`src/rtl/gnr_attractor_ctrl_if.sv`:
```
// Command, node-array and result signals of the GNR attractor sequencer.
// slave: the sequencer itself; master: the host plus the node array.
interface gnr_attractor_ctrl_if #(
    parameter int unsigned N     = 4,
    parameter int unsigned CNT_W = 16
) ();
    logic             start;
    logic             abort;
    logic [N-1:0]     init_base;
    logic [N:0]       sweep_cnt;
    logic [N-1:0]     s0_vec;
    logic [N-1:0]     s1_vec;
    logic             reset_nos;
    logic [N-1:0]     init_state;
    logic             start_s0;
    logic             start_s1;
    logic             busy;
    logic             res_valid;
    logic             res_ready;
    logic [N-1:0]     res_init;
    logic [N-1:0]     res_state;
    logic [CNT_W-1:0] res_meet;
    logic [CNT_W-1:0] res_period;
    logic             res_timeout;
    logic             done;

    modport slave (
        input  start, abort, init_base, sweep_cnt, s0_vec, s1_vec, res_ready,
        output reset_nos, init_state, start_s0, start_s1, busy, res_valid,
               res_init, res_state, res_meet, res_period, res_timeout, done
    );

    modport master (
        output start, abort, init_base, sweep_cnt, s0_vec, s1_vec, res_ready,
        input  reset_nos, init_state, start_s0, start_s1, busy, res_valid,
               res_init, res_state, res_meet, res_period, res_timeout, done
    );
endinterface

```
`src/rtl/gnr_attractor_ctrl.sv`:
```
// Floyd cycle-detection sequencer for a two-stream GNR node array: sweeps initial
// states and reports meet point, attractor period and attractor state per state.
module gnr_attractor_ctrl #(
    parameter int unsigned N        = 4,
    parameter int unsigned CNT_W    = 16,
    parameter int unsigned MAX_ITER = 1000
) (
    input logic                  clk,
    input logic                  rst_n,
    gnr_attractor_ctrl_if.slave  bus
);
    localparam logic [CNT_W-1:0] MaxIter = CNT_W'(MAX_ITER);

    typedef enum logic [2:0] {
        StIdle, StLoad, StRun1, StRun2, StCheck, StPstep, StPcheck, StResult
    } state_e;

    state_e           state_q, state_d;
    logic [N-1:0]     cur_q, cur_d;
    logic [N:0]       rem_q, rem_d;
    logic [CNT_W-1:0] iter_q, iter_d;
    logic [CNT_W-1:0] period_q, period_d;
    logic [CNT_W-1:0] meet_q, meet_d;
    logic [CNT_W-1:0] res_per_q, res_per_d;
    logic [N-1:0]     res_st_q, res_st_d;
    logic             tout_q, tout_d;
    logic             done_q, done_d;
    logic [CNT_W-1:0] iter_inc, period_inc;

    assign iter_inc   = iter_q + 1'b1;
    assign period_inc = period_q + 1'b1;

    always_ff @(posedge clk or negedge rst_n) begin
        if (!rst_n) begin
            state_q   <= StIdle;
            cur_q     <= '0;
            rem_q     <= '0;
            iter_q    <= '0;
            period_q  <= '0;
            meet_q    <= '0;
            res_per_q <= '0;
            res_st_q  <= '0;
            tout_q    <= 1'b0;
            done_q    <= 1'b0;
        end else begin
            state_q   <= state_d;
            cur_q     <= cur_d;
            rem_q     <= rem_d;
            iter_q    <= iter_d;
            period_q  <= period_d;
            meet_q    <= meet_d;
            res_per_q <= res_per_d;
            res_st_q  <= res_st_d;
            tout_q    <= tout_d;
            done_q    <= done_d;
        end
    end

    always_comb begin
        state_d   = state_q;
        cur_d     = cur_q;
        rem_d     = rem_q;
        iter_d    = iter_q;
        period_d  = period_q;
        meet_d    = meet_q;
        res_per_d = res_per_q;
        res_st_d  = res_st_q;
        tout_d    = tout_q;
        done_d    = 1'b0;

        // Abort wins over everything, including a handshake in the same cycle.
        if (bus.abort && state_q != StIdle) begin
            state_d   = StIdle;
            cur_d     = '0;
            rem_d     = '0;
            iter_d    = '0;
            period_d  = '0;
            meet_d    = '0;
            res_per_d = '0;
            res_st_d  = '0;
            tout_d    = 1'b0;
        end else begin
            unique case (state_q)
                StIdle: begin
                    if (bus.start) begin
                        if (bus.sweep_cnt == '0) begin
                            done_d = 1'b1;
                        end else begin
                            cur_d   = bus.init_base;
                            rem_d   = bus.sweep_cnt;
                            state_d = StLoad;
                        end
                    end
                end
                StLoad: begin
                    iter_d    = '0;
                    period_d  = '0;
                    meet_d    = '0;
                    res_per_d = '0;
                    res_st_d  = '0;
                    tout_d    = 1'b0;
                    state_d   = StRun1;
                end
                StRun1: state_d = StRun2;
                StRun2: state_d = StCheck;
                StCheck: begin
                    if (bus.s0_vec == bus.s1_vec) begin
                        meet_d   = iter_inc;
                        res_st_d = bus.s0_vec;
                        state_d  = StPstep;
                    end else if (iter_inc == MaxIter) begin
                        tout_d  = 1'b1;
                        state_d = StResult;
                    end else begin
                        iter_d  = iter_inc;
                        state_d = StRun1;
                    end
                end
                StPstep: state_d = StPcheck;
                StPcheck: begin
                    period_d = period_inc;
                    if (bus.s1_vec == res_st_q) begin
                        res_per_d = period_inc;
                        state_d   = StResult;
                    end else if (period_inc == MaxIter) begin
                        tout_d  = 1'b1;
                        state_d = StResult;
                    end else begin
                        state_d = StPstep;
                    end
                end
                StResult: begin
                    if (bus.res_ready) begin
                        rem_d  = rem_q - 1'b1;
                        cur_d  = cur_q + 1'b1;
                        tout_d = 1'b0;
                        if (rem_q == (N+1)'(1)) begin
                            done_d  = 1'b1;
                            state_d = StIdle;
                        end else begin
                            state_d = StLoad;
                        end
                    end
                end
                default: state_d = StIdle;
            endcase
        end
    end

    // Outputs decode registered state only.
    always_comb begin
        bus.reset_nos   = (state_q == StLoad);
        bus.init_state  = (state_q == StLoad) ? cur_q : '0;
        bus.start_s0    = (state_q == StRun1) || (state_q == StRun2);
        bus.start_s1    = (state_q == StRun1) || (state_q == StRun2) || (state_q == StPstep);
        bus.busy        = (state_q != StIdle);
        bus.res_valid   = (state_q == StResult);
        bus.res_init    = (state_q == StResult) ? cur_q : '0;
        bus.res_state   = res_st_q;
        bus.res_meet    = meet_q;
        bus.res_period  = res_per_q;
        bus.res_timeout = tout_q;
        bus.done        = done_q;
    end
endmodule

```
`src/flat_wrapper.sv`:
```
// flat-port wrapper written by rule: the top's interface ports become plain ports
module gnr_attractor_ctrl_flat 
#(
    parameter int unsigned N        = 4,
    parameter int unsigned CNT_W    = 16,
    parameter int unsigned MAX_ITER = 1000
)
  (clk, rst_n, bus_start, bus_abort, bus_init_base, bus_sweep_cnt, bus_s0_vec, bus_s1_vec, bus_res_ready, bus_reset_nos, bus_init_state, bus_start_s0, bus_start_s1, bus_busy, bus_res_valid, bus_res_init, bus_res_state, bus_res_meet, bus_res_period, bus_res_timeout, bus_done);
  gnr_attractor_ctrl_if #(.N(N), .CNT_W(CNT_W)) bus_i ();
  input logic clk;
  input logic rst_n;
  input wire logic [$bits(bus_i.start)-1:0] bus_start;
  input wire logic [$bits(bus_i.abort)-1:0] bus_abort;
  input wire logic [$bits(bus_i.init_base)-1:0] bus_init_base;
  input wire logic [$bits(bus_i.sweep_cnt)-1:0] bus_sweep_cnt;
  input wire logic [$bits(bus_i.s0_vec)-1:0] bus_s0_vec;
  input wire logic [$bits(bus_i.s1_vec)-1:0] bus_s1_vec;
  input wire logic [$bits(bus_i.res_ready)-1:0] bus_res_ready;
  output wire logic [$bits(bus_i.reset_nos)-1:0] bus_reset_nos;
  output wire logic [$bits(bus_i.init_state)-1:0] bus_init_state;
  output wire logic [$bits(bus_i.start_s0)-1:0] bus_start_s0;
  output wire logic [$bits(bus_i.start_s1)-1:0] bus_start_s1;
  output wire logic [$bits(bus_i.busy)-1:0] bus_busy;
  output wire logic [$bits(bus_i.res_valid)-1:0] bus_res_valid;
  output wire logic [$bits(bus_i.res_init)-1:0] bus_res_init;
  output wire logic [$bits(bus_i.res_state)-1:0] bus_res_state;
  output wire logic [$bits(bus_i.res_meet)-1:0] bus_res_meet;
  output wire logic [$bits(bus_i.res_period)-1:0] bus_res_period;
  output wire logic [$bits(bus_i.res_timeout)-1:0] bus_res_timeout;
  output wire logic [$bits(bus_i.done)-1:0] bus_done;
  assign bus_i.start = bus_start;
  assign bus_i.abort = bus_abort;
  assign bus_i.init_base = bus_init_base;
  assign bus_i.sweep_cnt = bus_sweep_cnt;
  assign bus_i.s0_vec = bus_s0_vec;
  assign bus_i.s1_vec = bus_s1_vec;
  assign bus_i.res_ready = bus_res_ready;
  assign bus_reset_nos = bus_i.reset_nos;
  assign bus_init_state = bus_i.init_state;
  assign bus_start_s0 = bus_i.start_s0;
  assign bus_start_s1 = bus_i.start_s1;
  assign bus_busy = bus_i.busy;
  assign bus_res_valid = bus_i.res_valid;
  assign bus_res_init = bus_i.res_init;
  assign bus_res_state = bus_i.res_state;
  assign bus_res_meet = bus_i.res_meet;
  assign bus_res_period = bus_i.res_period;
  assign bus_res_timeout = bus_i.res_timeout;
  assign bus_done = bus_i.done;
  gnr_attractor_ctrl #(.N(N), .CNT_W(CNT_W), .MAX_ITER(MAX_ITER)) u_core (.clk(clk), .rst_n(rst_n), .bus(bus_i));
endmodule
```
`config.mk`:
```
export PLATFORM = sky130hd
export DESIGN_NAME = gnr_attractor_ctrl_flat
export DESIGN_NICKNAME = d
export VERILOG_FILES = /design/src/rtl/gnr_attractor_ctrl_if.sv /design/src/rtl/gnr_attractor_ctrl.sv /design/src/flat_wrapper.sv
export SDC_FILE = /design/constraint.sdc
export NUM_CORES = 1
export LEC_CHECK = 0
export CAP_MARGIN = 10
export CORE_ASPECT_RATIO = 0.9
export CORE_MARGIN = 2
export CORE_UTILIZATION = 55
export CTS_CLUSTER_DIAMETER = 150
export DETAILED_ROUTE_END_ITERATION = 7
export PLACE_DENSITY = 0.81
export SLEW_MARGIN = 25
export SYNTH_ARGS = -nofsm -noshare
export SYNTH_HDL_FRONTEND = slang
export SYNTH_SLANG_ARGS = --single-unit
export TNS_END_PERCENT = 5
```
`constraint.sdc`:
```
create_clock -name clk -period 3.25 [get_ports clk]
set_clock_uncertainty 0.1 [all_clocks]
set_input_delay 0.325 -clock clk [delete_from_list [all_inputs] [get_ports clk]]
set_output_delay 0.325 -clock clk [all_outputs]
set_load 0.01 [all_outputs]
```
==> impl_metrics.py, run 1 <==
metrics = {
    "detailed_routing": {
        "wl_met3_microns": 771,
        "wl_met1_microns": 5570,
        "via_count": 4230,
        "routed_wire_length_per_instance_microns": 16.4,
        "drt_drc_violations_left": 0,
        "detail_route.vias_per_cell": 5.86,
        "drtIter0Drc": 312,
        "met2WireLength_microns": 5330,
        "total_length_of_routed_wires_microns": 11800,
        "drt_first_pass_iters": 5,
        "maxUsedRoutingLayer": "met4",
        "ant_nets": 0,
    },
    "global_routing": {
        "via_count_of_the_first_global_routing_pass": 3890,
        "grt_start_max_net_pins": 83,
        "grt_use_total_pct": 25.6,
        "wire_length_of_the_first_global_routing_pass_microns": 19300,
        "antenna_violations_before_repair": 0,
        "overflow_after_grt": 0,
    },
    "synth": {
        "async_reset_ff_share_pct": 100,
        "edff_count_synth": 0,
        "synthDistinctLibCells": 67,
        "synthesis.yosys.warnings": 0,
        "synth-seq-cells": 82,
        "synthesis.area_per_instance_sq_um": 8.92,
        "synthDominantAreaCellType": "sky130_fd_sc_hd__dfrtp_1",
        "ys_top_cells_by_area": "sky130_fd_sc_hd__dfrtp_1 43%, sky130_fd_sc_hd__nand2_1 5.8%, sky130_fd_sc_hd__o31ai_1 5.4%, sky130_fd_sc_hd__xor2_1 3.8%, sky130_fd_sc_hd__nor2_1 3.3%",
        "synth_ff_type": "sky130_fd_sc_hd__dfrtp_1",
        "netlist_area_pre_place_sq_um": 4830,
        "synth_seq_area_share_pct": 42.5,
        "yosysTopAreaCellShare_pct": 42.5,
        "synth_fp_nets": 568,
        "syn-instance-count": 541,
    },
    "cells_and_area": {
        "final_core_util_pct": 67.9,
        "final_common_cell": "sky130_fd_sc_hd__dfrtp_1",
        "n_fill_cell": 708,
        "layout-area-overhead-vs-synth_pct": 20.6,
        "final_nets": 625,
        "post_layout_nonfiller_instances": 722,
        "layout_common_cells": "82 x sky130_fd_sc_hd__dfrtp_1, 74 x sky130_fd_sc_hd__nand2_1, 71 x sky130_fd_sc_hd__clkdlybuf4s50_1, 43 x sky130_fd_sc_hd__nor2_1, 35 x sky130_fd_sc_hd__o31ai_1",
        "fraction_of_layout_cells_with_a_size_suffix_above_1_pct": 8.46,
        "antenna_cells_inserted": 0,
    },
    "run": {
        "timing.max_cap.violations": 0,
    },
    "worst_setup_path": {
        "worst_path_max_delay_cell": "sky130_fd_sc_hd__dfrtp_1",
        "regToRegStartpoint": "u_core.iter_q[0]",
        "worstPathMaxFanout": 11,
        "cp.required_ns": 3.42,
        "crit_arrival_ns": 3.11,
        "regToRegEndpoint": "u_core.iter_q[12]",
        "sequence_of_cells_on_the_critical_path": "ha_1 -> nand4_4 -> o31a_1 -> nor4_1 -> o2111a_2 -> a211oi_2 -> buf_4 -> nor2_2 -> o2bb2ai_1",
        "startpoint_type": "register",
        "worstSetupPathType": "register to register",
        "worst_path_dominant_cell_family": "compound AO/OA/AOI/OAI gates",
        "reg2reg_depth": 9,
        "setup.worst_path.end_class": "register",
        "r2r_slack_ns": 0.31,
        "critPathBufInv": 1,
        "critPathMaxStageDelay_ns": 0.49,
    },
    "floorplan": {
        "rows": 32,
        "die_w_microns": 103,
        "dieHeight_microns": 92.9,
        "start_util_pct": 56.3,
        "floorplan.io_pins": 73,
        "core_area_sq_um": 8570,
        "floorplan.die_area_sq_um": 9540,
    },
    "timing": {
        "fmax_mhz": 340,
        "drv_slew": 0,
        "post-route-worst-setup-slack_ns": 0.311,
        "tightestPinTransition_ns": 0.768,
        "rsz0062_at_grt": "no",
        "final.min_clock_period_ns": 2.94,
        "fin_worst_hold_slack_ns": 0.385,
        "final-hold-violation-count": 0,
        "max_slew_margin_pct": 48.4,
        "setup_violations": 0,
        "post-route-period-util_pct": 90.4,
        "fin_tns_setup_ns": 0,
    },
    "place": {
        "finalWeightedCongestion": 0.897,
        "hpwl_microns": 8430,
        "place_inst": 705,
        "post-place-ws_ns": 0.353,
        "io_buffers": 72,
    },
    "status": {
        "run_status": "complete, no violations",
    },
    "clock_tree": {
        "worst_setup_hold_path_clk_slew_ns": 0.08,
        "clock_tree.buffer_depth": 2,
        "cts_made_buffers": 9,
        "cts_setup_buffers": 0,
        "cts_root_buffer": "sky130_fd_sc_hd__clkbuf_8",
        "cts_tree": "yes",
        "worst_skew_pair.late_latency_ns": 0.35,
        "htree_levels": 3,
        "cts_num_sinks": 82,
    },
    "power_and_ir_drop": {
        "vdd_ir_drop_max_mv": 0.445,
        "power_leakage_nw": 2.35,
        "pwr_density_cell_nw_per_um2": 496,
    },
    "min_path": {
        "worst_min_delay_path_class": "register to register",
        "worst_hold_path.num_cells": 2,
        "hold_end": "u_core.bus.res_period[2]",
        "min_from": "u_core.bus.res_period[2]",
    },
}
what timing repair did:
| action | in CTS | in global routing |
|---|---|---|
| hold buffers | 0 | 1 |
| gates resized for setup | 0 | 0 |
| hold endpoints to repair | 0 | 76 |
kinds of logic after synthesis:
logic type | after synthesis | synth area share, %
buf+inv | 49 | 4.67
mux | 5 | 1.17
flops | 82 | 42.5
fa+ha+maj | 5 | 1.30
xor+xnor | 39 | 7.23
compound gates | 149 | 20.7
simple gates | 212 | 22.4
per-stage QoR:
stage / total power, W / area (sq um)
3_5_place_dp: 0.00216 / 5610
5_1_grt: 0.00306 / 5820
4_1_cts: 0.00289 / 5800
3_3_place_gp: 0.00212 / 5600
6_report: 0.00289 / 5820
2_1_floorplan: 0.00181 / 4830
synthesized netlist by cell type, types with 3 or more instances:
master / n
sky130_fd_sc_hd__o21a_1: 4
sky130_fd_sc_hd__nor2b_1: 3
sky130_fd_sc_hd__dfrtp_1: 82
sky130_fd_sc_hd__xor2_1: 21
sky130_fd_sc_hd__a21o_1: 5
sky130_fd_sc_hd__a21oi_1: 18
sky130_fd_sc_hd__o31ai_1: 35
sky130_fd_sc_hd__o22ai_1: 3
sky130_fd_sc_hd__a22o_1: 6
sky130_fd_sc_hd__a31o_1: 3
sky130_fd_sc_hd__nor3_2: 3
sky130_fd_sc_hd__xnor2_1: 17
sky130_fd_sc_hd__nand4_1: 4
sky130_fd_sc_hd__nand2_1: 74
sky130_fd_sc_hd__nor4b_1: 3
sky130_fd_sc_hd__nand3_1: 20
sky130_fd_sc_hd__a31oi_1: 6
sky130_fd_sc_hd__mux2_1: 3
sky130_fd_sc_hd__buf_2: 12
sky130_fd_sc_hd__nor3_1: 13
sky130_fd_sc_hd__o21ai_0: 29
sky130_fd_sc_hd__buf_6: 3
sky130_fd_sc_hd__ha_1: 5
sky130_fd_sc_hd__and2_1: 6
sky130_fd_sc_hd__o2bb2ai_1: 5
sky130_fd_sc_hd__a211oi_1: 7
sky130_fd_sc_hd__clkbuf_1: 21
sky130_fd_sc_hd__nand2b_1: 4
sky130_fd_sc_hd__nor4_1: 8
sky130_fd_sc_hd__inv_1: 10
sky130_fd_sc_hd__nor3b_1: 4
sky130_fd_sc_hd__o21ai_1: 13
sky130_fd_sc_hd__nor2_1: 43
sky130_fd_sc_hd__and3_1: 9
worst reg2reg max path, cell delays in order (launching register included):
cell	delay, ns
sky130_fd_sc_hd__dfrtp_1	0.49
sky130_fd_sc_hd__ha_1	0.46
sky130_fd_sc_hd__nand4_4	0.19
sky130_fd_sc_hd__o31a_1	0.36
sky130_fd_sc_hd__nor4_1	0.29
sky130_fd_sc_hd__o2111a_2	0.29
sky130_fd_sc_hd__a211oi_2	0.07
sky130_fd_sc_hd__buf_4	0.21
sky130_fd_sc_hd__nor2_2	0.25
sky130_fd_sc_hd__o2bb2ai_1	0.15
worst max-delay path by stage:
| stage | slack (ns) | from | depth (start not counted) | end |
|---|---|---|---|---|
| 2_1_floorplan | 0.75 | u_core.iter_q[1] | 10 | u_core.iter_q[4] |
| 3_3_place_gp | 0.52 | u_core.iter_q[0] | 9 | u_core.iter_q[1] |
| 3_5_place_dp | 0.35 | u_core.iter_q[0] | 9 | u_core.iter_q[12] |
| 4_1_cts | 0.32 | u_core.iter_q[0] | 9 | u_core.iter_q[12] |
| 5_1_grt | 0.08 | u_core.iter_q[0] | 9 | u_core.iter_q[12] |
| 6_report | 0.31 | u_core.iter_q[0] | 9 | u_core.iter_q[12] |
sequential cells by signal, summed over array words and instances, names as in the netlist:
register / flops
u_core.bus.res_meet: 16
u_core.period_q: 16
u_core.bus.done: 1
u_core.iter_q: 16
u_core.cur_q: 4
u_core.rem_q: 5
u_core.bus.res_state: 4
u_core.bus.res_timeout: 1
u_core.bus.res_period: 16
u_core.state_q: 3
layer usage:
layer,global-route usage [%],up-vias
met5,0,-
met4,6.03,0
met3,5.43,15
met2,37.8,174
met1,38.7,1987
li1,-,2054
cell type report:
type	count	area, sq um	share of cell area, %
clock buffer	10	128	2.19
clock inverter	6	67.6	1.16
inverter	11	41.3	0.710
multi-input combinational	410	2570	44.1
sequential	82	2050	35.3
tap	119	149	2.56
timing repair buffer	84	815	14.0
power breakdown:
part	leakage, nW	total, W	switching [W]	internal (W)
logic	1.13	0.000968	0.000622	0.000345
registers	1.13	0.00118	0.0000886	0.00109
clock network	0.0925	0.000738	0.000381	0.000357
total	2.35	0.00289	0.00109	0.00179
No activity file was read; power rests on OpenSTA's default activity.
==> run 2: changes to the inputs <==
GPL_TIMING_DRIVEN = 0   (was unset)
==> run 2 against run 1 <==
  * Cell count rose by 3.5%
  * Sequential share of layout area fell by 0.76 points
  * Setup slack improved by 0.0012 ns
  * Die area did not move
  * Combinational power barely moved
  * Fmax barely moved
  * Power rose by 4.8%
  * Sequential power barely moved
  * Clock power rose by 17%
  * Global-route usage rose by 0.14 points
  * Count of clock-buffer cells in the layout did not move
==> impl_metrics.py, run 2 (same netlist as run 1, synthesis figures left out) <==
metrics = {
    "status": {
        "run_status": "complete, no violations",
    },
    "detailed_routing": {
        "total_length_of_routed_wires_microns": 11900,
        "drt_drc_violations_left": 0,
        "via_count": 4361,
        "drtIter0Drc": 241,
        "drt_first_pass_iters": 5,
        "ant_nets": 0,
        "detail_route.vias_per_cell": 5.84,
        "routed_wire_length_per_instance_microns": 15.9,
    },
    "worst_setup_path": {
        "worstSetupPathType": "register to primary output",
        "startpoint_type": "register",
        "sequence_of_cells_on_the_critical_path": "clkbuf_1 -> nand3_1 -> inv_1 -> and2_1 -> clkdlybuf4s50_1",
        "worst_path_max_delay_cell": "sky130_fd_sc_hd__clkdlybuf4s50_1",
        "critPathMaxStageDelay_ns": 0.55,
        "regToRegStartpoint": "u_core.period_q[0]",
        "r2r_slack_ns": 0.35,
        "cp.required_ns": 2.82,
        "regToRegEndpoint": "u_core.bus.res_timeout",
        "reg2reg_depth": 8,
        "worstPathMaxFanout": 11,
        "setup.worst_path.end_class": "primary output",
        "crit_arrival_ns": 2.51,
    },
    "min_path": {
        "min_from": "u_core.bus.res_period[0]",
        "worst_hold_path.num_cells": 2,
        "hold_end": "u_core.bus.res_period[0]",
        "worst_min_delay_path_class": "register to register",
    },
    "timing": {
        "tightestPinTransition_ns": 1.04,
        "setup_violations": 0,
        "fin_tns_setup_ns": 0,
        "rsz0062_at_grt": "no",
        "post-route-period-util_pct": 90.4,
        "max_slew_margin_pct": 30.0,
        "drv_slew": 0,
        "final-hold-violation-count": 0,
        "fmax_mhz": 340,
        "final.min_clock_period_ns": 2.94,
    },
    "cells_and_area": {
        "post_layout_nonfiller_instances": 747,
        "final_nets": 651,
        "layout_common_cells": "82 x sky130_fd_sc_hd__dfrtp_1, 74 x sky130_fd_sc_hd__nand2_1, 70 x sky130_fd_sc_hd__clkdlybuf4s50_1, 43 x sky130_fd_sc_hd__nor2_1, 35 x sky130_fd_sc_hd__o31ai_1",
        "final_core_util_pct": 69.4,
        "fin_area_sq_um": 5950,
        "final_common_cell": "sky130_fd_sc_hd__dfrtp_1",
        "fraction_of_layout_cells_with_a_size_suffix_above_1_pct": 8.76,
        "antenna_cells_inserted": 0,
        "layout-area-overhead-vs-synth_pct": 23.2,
        "n_fill_cell": 727,
    },
    "global_routing": {
        "grt_use_total_pct": 25.8,
        "antenna_violations_before_repair": 0,
        "grt_start_max_net_pins": 49,
        "via_count_of_the_first_global_routing_pass": 3984,
        "wire_length_of_the_first_global_routing_pass_microns": 19400,
        "overflow_after_grt": 0,
    },
    "floorplan": {
        "dieHeight_microns": 92.9,
        "rows": 32,
        "floorplan.io_pins": 73,
        "die_w_microns": 103,
        "start_util_pct": 56.3,
        "core_area_sq_um": 8570,
        "floorplan.die_area_sq_um": 9540,
    },
    "power_and_ir_drop": {
        "power.switching_fraction_pct": 35.8,
        "vdd_ir_drop_max_mv": 0.345,
        "share_comb_of_total_power_pct": 33.1,
        "power_frac_seq_pct": 38.3,
        "netSwitchingPower_w": 0.00108,
        "power_leakage_nw": 2.43,
        "clock_power_share_pct": 28.7,
        "p_int_w": 0.00194,
        "pwr_density_cell_nw_per_um2": 509,
    },
    "clock_tree": {
        "cts_made_buffers": 9,
        "cts_root_buffer": "sky130_fd_sc_hd__clkbuf_8",
        "clock_tree.buffer_depth": 2,
        "cts_num_sinks": 82,
        "worst_skew_pair.late_latency_ns": 0.35,
        "cts_setup_buffers": 0,
        "htree_levels": 3,
        "cts_tree": "yes",
        "worst_setup_hold_path_clk_slew_ns": 0.08,
    },
    "place": {
        "placedInstanceArea_sq_um": 5710,
        "io_buffers": 71,
        "finalWeightedCongestion": 0.956,
        "hpwl_microns": 8760,
        "place_inst": 732,
    },
    "run": {
        "timing.max_cap.violations": 0,
    },
}
run 2: cell count changes in the layout (fill, tap and decap cells not counted), sizes merged:
cell and delta:
buf +7, clkdlybuf4s50 -1, clkinv -1, bufinv +2
clkbuf +20, clkinvlp -2
run 2: area by class of cell:
type	instances	area [sq um]	share of cell area, %
plain buffers	37	180	3.03
clock buffers	10	128	2.15
clock inverters	5	104	1.75
inverters	11	41.3	0.694
multi-input cells	410	2550	43.0
flip-flops and latches	82	2050	34.5
well taps	119	149	2.50
repair buffers	73	738	12.4
run 2: per-layer routing:
metal | GRT usage, % | routed length, microns | vias to the layer above | share of wire (%)
met3 | 6.19 | 829 | 12 | 7.0
met5 | 0 | 0 | - | 0
li1 | - | - | 2108 | -
met4 | 6.14 | 100 | 0 | 0.84
met1 | 38.5 | 5630 | 2080 | 47
met2 | 37.9 | 5300 | 161 | 45
run 2: worst max-delay path: cells and delay by family, from the launching register on:
family	cells	cell delay, ns
buffers and inverters	3	1.27
AND/OR/NAND/NOR	2	0.52
flip-flops	1	0.37
run 2: what timing repair did:
item	4_1_cts	5_1_grt
setup endpoints to repair	0	4
hold buffers	1	0
gates resized for setup	0	0
endpoints found under the hold margin	47	0
run 2: worst max-delay path by stage:
| stage | endpoint | cells after the start | from |
|---|---|---|---|
| global placement | u_core.cur_q[1] | 1 | rst_n |
| CTS | bus_res_init[3] | 6 | u_core.state_q[0] |
| floorplan | u_core.iter_q[4] | 10 | u_core.iter_q[1] |
| detailed placement | u_core.bus.res_timeout | 8 | u_core.period_q[0] |
| global route | bus_res_init[1] | 5 | u_core.state_q[0] |
| finish | bus_res_init[3] | 5 | u_core.state_q[0] |
run 2: through the flow:
step	total power, W	worst slack [ns]	hold slack (ns)
2_1_floorplan	0.00181	0.751	-0.0706
6_report	0.00303	0.312	0.382
3_5_place_dp	0.00216	0.422	0.281
3_3_place_gp	0.00213	-1.14	0.361
5_1_grt	0.00320	0.122	0.407
4_1_cts	0.00303	0.182	0.386
run 2: power groups by stage:
stage | logic, W | registers (W) | clock network, W
2_1_floorplan | 0.000647 | 0.00116 | 0
3_3_place_gp | 0.000961 | 0.00117 | 0
3_5_place_dp | 0.000985 | 0.00117 | 0
4_1_cts | 0.000993 | 0.00116 | 0.000880
5_1_grt | 0.00110 | 0.00117 | 0.000927
6_report | 0.00100 | 0.00116 | 0.000867
==> run 3: changes to the inputs <==
clock period = 3.32 ns   (was 3.25 ns; I/O delays follow)
==> results of run 3 <==
Same layout as run 2 (identical final DEF). Status: complete, no violations.
Main changes from that run: setup slack after placement 0.422 ns -> 0.492 ns; setup slack after layout 0.312 ns -> 0.375 ns; register-to-register setup slack 0.35 ns -> 0.42 ns; total power 0.00303 W -> 0.00296 W; worst IR drop on VDD 0.345 mV -> 0.338 mV
